File: config.mk
export PLATFORM = sky130hd
export DESIGN_NAME = div_16b_seq
export DESIGN_NICKNAME = d
export VERILOG_FILES = /design/src/rtl/div_16b_seq.sv
export SDC_FILE = /design/constraint.sdc
export NUM_CORES = 1
export LEC_CHECK = 0
export CORE_UTILIZATION = 35
export CTS_BUF_LIST = sky130_fd_sc_hd__clkbuf_8
export CTS_CLUSTER_SIZE = 16
export DETAILED_ROUTE_END_ITERATION = 10
export PLACE_DENSITY = 0.54
export SYNTH_ARGS = -nofsm -noshare
export SYNTH_HDL_FRONTEND = slang
export SYNTH_SLANG_ARGS = --single-unit
File: constraint.sdc
create_clock -name clk -period 4 [get_ports clk]
set_input_delay 1.2 -clock clk [delete_from_list [all_inputs] [get_ports clk]]
set_output_delay 1.2 -clock clk [all_outputs]
set_load 0.1 [all_outputs]
File: src/rtl/div_16b_seq.sv
`default_nettype none
// ============================================================================
//  Module   : div_16b_seq
//  Purpose  : multi-cycle unsigned restoring divider, one trial subtract/cycle
//  Revision : 1.0  initial release
// ============================================================================
module div_16b_seq #(
  parameter int N = 16
) (
  input  logic         clk,
  input  logic         rst_n,
  input  logic         start,
  input  logic [N-1:0] dividend,
  input  logic [N-1:0] divisor,
  output logic         busy,
  output logic         done,
  output logic [N-1:0] quotient,
  output logic [N-1:0] remainder,
  output logic         div_by_zero
);

  localparam int CW = $clog2(N + 1);
  localparam logic [CW-1:0] CNT_INIT = CW'(N);
  localparam logic [CW-1:0] CNT_LAST = CW'(1);

  localparam logic [1:0] S_IDLE = 2'd0;
  localparam logic [1:0] S_RUN  = 2'd1;
  localparam logic [1:0] S_ZERO = 2'd2;
  localparam logic [1:0] S_DONE = 2'd3;

  logic [1:0]    state;
  logic [N-1:0]  dvsr_q;
  logic [N-1:0]  quo_q;
  logic [N-1:0]  rem_q;
  logic [CW-1:0] cnt;

  logic          accept;
  logic [N:0]    rem_shift;
  logic [N:0]    trial;
  logic [N-1:0]  rem_next;
  logic [N-1:0]  quo_next;

  // Start is honoured whenever the unit is not busy, including the DONE cycle.
  assign accept = start && ((state == S_IDLE) || (state == S_DONE));

  // Full-width shift keeps the bit that falls out of the partial remainder.
  always_comb begin
    rem_shift = {rem_q, quo_q[N-1]};
    trial     = rem_shift - {1'b0, dvsr_q};
    if (!trial[N]) begin
      rem_next = trial[N-1:0];
      quo_next = {quo_q[N-2:0], 1'b1};
    end else begin
      rem_next = rem_shift[N-1:0];
      quo_next = {quo_q[N-2:0], 1'b0};
    end
  end

  always_ff @(posedge clk) begin
    if (!rst_n) begin
      state       <= S_IDLE;
      dvsr_q      <= '0;
      quo_q       <= '0;
      rem_q       <= '0;
      cnt         <= '0;
      quotient    <= '0;
      remainder   <= '0;
      div_by_zero <= 1'b0;
    end else if (accept) begin
      dvsr_q      <= divisor;
      quo_q       <= dividend;
      rem_q       <= '0;
      cnt         <= CNT_INIT;
      div_by_zero <= 1'b0;
      state       <= (divisor == '0) ? S_ZERO : S_RUN;
    end else begin
      case (state)
        S_RUN: begin
          rem_q <= rem_next;
          quo_q <= quo_next;
          cnt   <= cnt - CNT_LAST;
          if (cnt == CNT_LAST) begin
            state     <= S_DONE;
            quotient  <= quo_next;
            remainder <= rem_next;
          end
        end
        S_ZERO: begin
          // The untouched shift register still holds the dividend here.
          state       <= S_DONE;
          quotient    <= '1;
          remainder   <= quo_q;
          div_by_zero <= 1'b1;
        end
        S_DONE:  state <= S_IDLE;
        default: state <= S_IDLE;
      endcase
    end
  end

  assign busy = (state == S_RUN) || (state == S_ZERO);
  assign done = (state == S_DONE);

endmodule
`default_nettype wire

==> out/metrics.cfg <==
[status]
outcome = complete, no violations

[cts]
tritoncts = done
clkTransAtPathRegs_ns = 0.09
clk_latency_ns = 0.39
cts_made_buffers = 9
cts_sinks = 88
cts-resized-gates = 0
clock_path_buffers = 2
cts_hold_buffers = 0
cts-root-buf = clkbuf_8
post-cts-setup-buffers = 0
htree_levels = 3

[synthesis]
yosys_most_used_dff = dfxtp_1
async_flop_share = 0
synth_top_area_cell = dfxtp_1
ys_warn_count = 0
synth_seq_cells = 88
synth-edff-count = 0
synth_area_per_cell_um2 = 8.43
synth_seq_area_share = 0.376
yosys-top-cells-area = dfxtp_1, mux2i_1, ha_1, nand2_1, o211a_1
syn_area_mm2 = 0.00469
yosysUniqueCellTypes = 50
syn_inst = 556
synth_top_area_share = 0.376
synth_nets = 613

[sta]
period_needed_ns = 3.42
fin_crit_sh = 0.854
drv_slew = 0
rsz0062_at_grt = no
relSlewSlack = 0.319
skew_ns = 0.0144
worst_slew_pin_slew_ns = 1.02
setup_viol = 0
whs_ns = 0.460
hold_viol_final = 0
max_freq_ghz = 0.293
fin_setup_tns_ns = 0

[worst_setup_path]
critPathRequiredTime_ns = 4.29
critPathLaunchType = register
crit_buf_inv = 2
critPathKind = register to register
cp.arrival_ns = 3.70
cpLargestDelayFamily = compound AO/OA/AOI/OAI gates
critPathMaxStageDelay_ns = 0.56
crit_path_end_kind = register
critPathSlowestCell = a311oi_4
crit_path_max_fanout = 12
path_cells = inv_1 > ha_1 > fa_1 > nor2b_1 > o31a_1 > o311a_1 > o21ai_0 > a311oi_4 > buf_4 > mux2i_1 > a21oi_1 > a21o_1

[final_layout]
n_antenna_cell = 0
utilization = 0.446
syn_to_final_growth_pct = 22.1
finalNetCount = 665
n_fill_cell = 1285
drive_above_1_share = 0.0538

[detailed_routing]
met3WireLength_um = 366
maxUsedRoutingLayer = met4
drt_iter0_drc = 261
viasPerCell = 5.25
dr_wl_met2_um = 5880
post_drt_wl_per_cell_um = 16.0
wl_met1_um = 6050
via_count = 4124
drt_pass1_iterations = 5
drc_errors = 0
ant_nets = 0
drt_wl_total_um = 12500

[grt]
grt_usage = 0.187
antenna_found_initial = 0
grt_max_degree = 53
grt_pass1_wl_um = 20700
grt_pass1_vias = 4067
grt_overflow_total = 0

[floorplanning]
dieArea_mm2 = 0.0139
die_w_um = 118
num_rows = 41
initial_core_util = 0.365
die_y_um = 118
io_pins = 70
core_area_mm2 = 0.0128

[placed_design]
place.gp.congestion = 0.815
dp_hpwl_um = 9010
portBuffers = 69

[min_path]
hold_path.class = register to register

[job]
max_cap_violations = 0

## layout by cell type, fill, tap and decap left out, drive strengths merged, types with 14 or more instances in the layout
cell type / synthesis / routed
a211oi: 14 / 14
a21boi: 18 / 18
a21o: 17 / 17
a21oi: 25 / 25
clkdlybuf4s50: 0 / 66
dfxtp: 88 / 88
ha: 21 / 21
inv: 29 / 31
mux2i: 27 / 27
nand2: 68 / 68
nor2: 45 / 45
nor3: 18 / 18
nor3b: 16 / 16
o211a: 17 / 17
o21ai: 24 / 24
## metal layers
metal / track usage / vias to the layer above
li1: - / 2066
met1: 0.243 / 1973
met2: 0.309 / 70
met3: 0.0300 / 15
met4: 0.0737 / 0
met5: 0 / -
## registers in the layout, indices dropped and copies added, names as in the netlist
name / cells
state: 2
div_by_zero: 1
quotient: 16
dvsr_q: 16
cnt: 5
remainder: 16
quo_q: 16
rem_q: 16
## synthesized netlist by cell type, drive strengths merged (2+ instances only)
cell    count
xor2        2
o21bai      3
and3        4
nor3       18
nand4       2
o211ai     10
dfxtp      88
mux2        2
clkbuf     35
mux2i      27
a31oi      10
nand2      68
nor2b       6
a21boi     18
a21o       17
buf         2
and2        3
nor2       45
nor4        5
or3         2
nand2b      4
xnor2      13
a211oi     14
ha         21
inv        29
o21a        6
a21oi      25
nor3b      16
o211a      17
nand3       3
o21ai      24
## stage by stage
stage          instances  instance area, um^2  setup slack (ns)
2_1_floorplan        556                 4690              1.15
3_3_place_gp         769                 5510             0.753
3_5_place_dp         769                 5510             0.642
4_1_cts              785                 5720             0.612
5_1_grt              785                 5720             0.318
6_report             785                 5720             0.585
## path summary, 6_finish.rpt
| path | from | to | slack (ns) | cells after the start |
|---|---|---|---|---|
| setup / recovery | quo_q[15] | remainder[10] | 0.58 | 12 |
| hold / removal | remainder[3] | remainder[3] | 0.46 | 1 |
| setup reg to reg | quo_q[15] | remainder[10] | 0.58 | 12 |
| hold reg to reg | remainder[3] | remainder[3] | 0.46 | 1 |
## logic make-up (layout without fill, tap and decap cells)
group | count (synthesis) | after routing | synth area share
multiplexers | 29 | 29 | 0.0625
AND/OR/NAND/NOR | 180 | 180 | 0.180
flip-flops | 88 | 88 | 0.376
buffers and inverters | 66 | 123 | 0.0553
XOR/XNOR | 15 | 15 | 0.0280
adder cells (fa/ha/maj) | 22 | 22 | 0.0603
AO/OA/AOI/OAI | 156 | 156 | 0.238
## cell type report
| type | instances | area [um^2] | area share |
|---|---|---|---|
| Tap cell | 172 | 215 | 0.0376 |
| Sequential cell | 88 | 1760 | 0.308 |
| Multi-Input combinational cell | 402 | 2670 | 0.466 |
| Clock buffer | 9 | 124 | 0.0216 |
| Timing Repair Buffer | 78 | 751 | 0.131 |
| Inverter | 29 | 109 | 0.0190 |
| Clock inverter | 7 | 95.1 | 0.0166 |
## worst register-to-register path, stage by stage, from the launching register on
cell,delay (ns)
dfxtp_1,0.37
inv_1,0.08
ha_1,0.21
fa_1,0.42
nor2b_1,0.18
o31a_1,0.24
o311a_1,0.22
o21ai_0,0.18
a311oi_4,0.56
buf_4,0.31
mux2i_1,0.27
a21oi_1,0.10
a21o_1,0.18
Power is not shown: default switching activity piles up to over one toggle a cycle in this logic, so the estimate is an artifact.
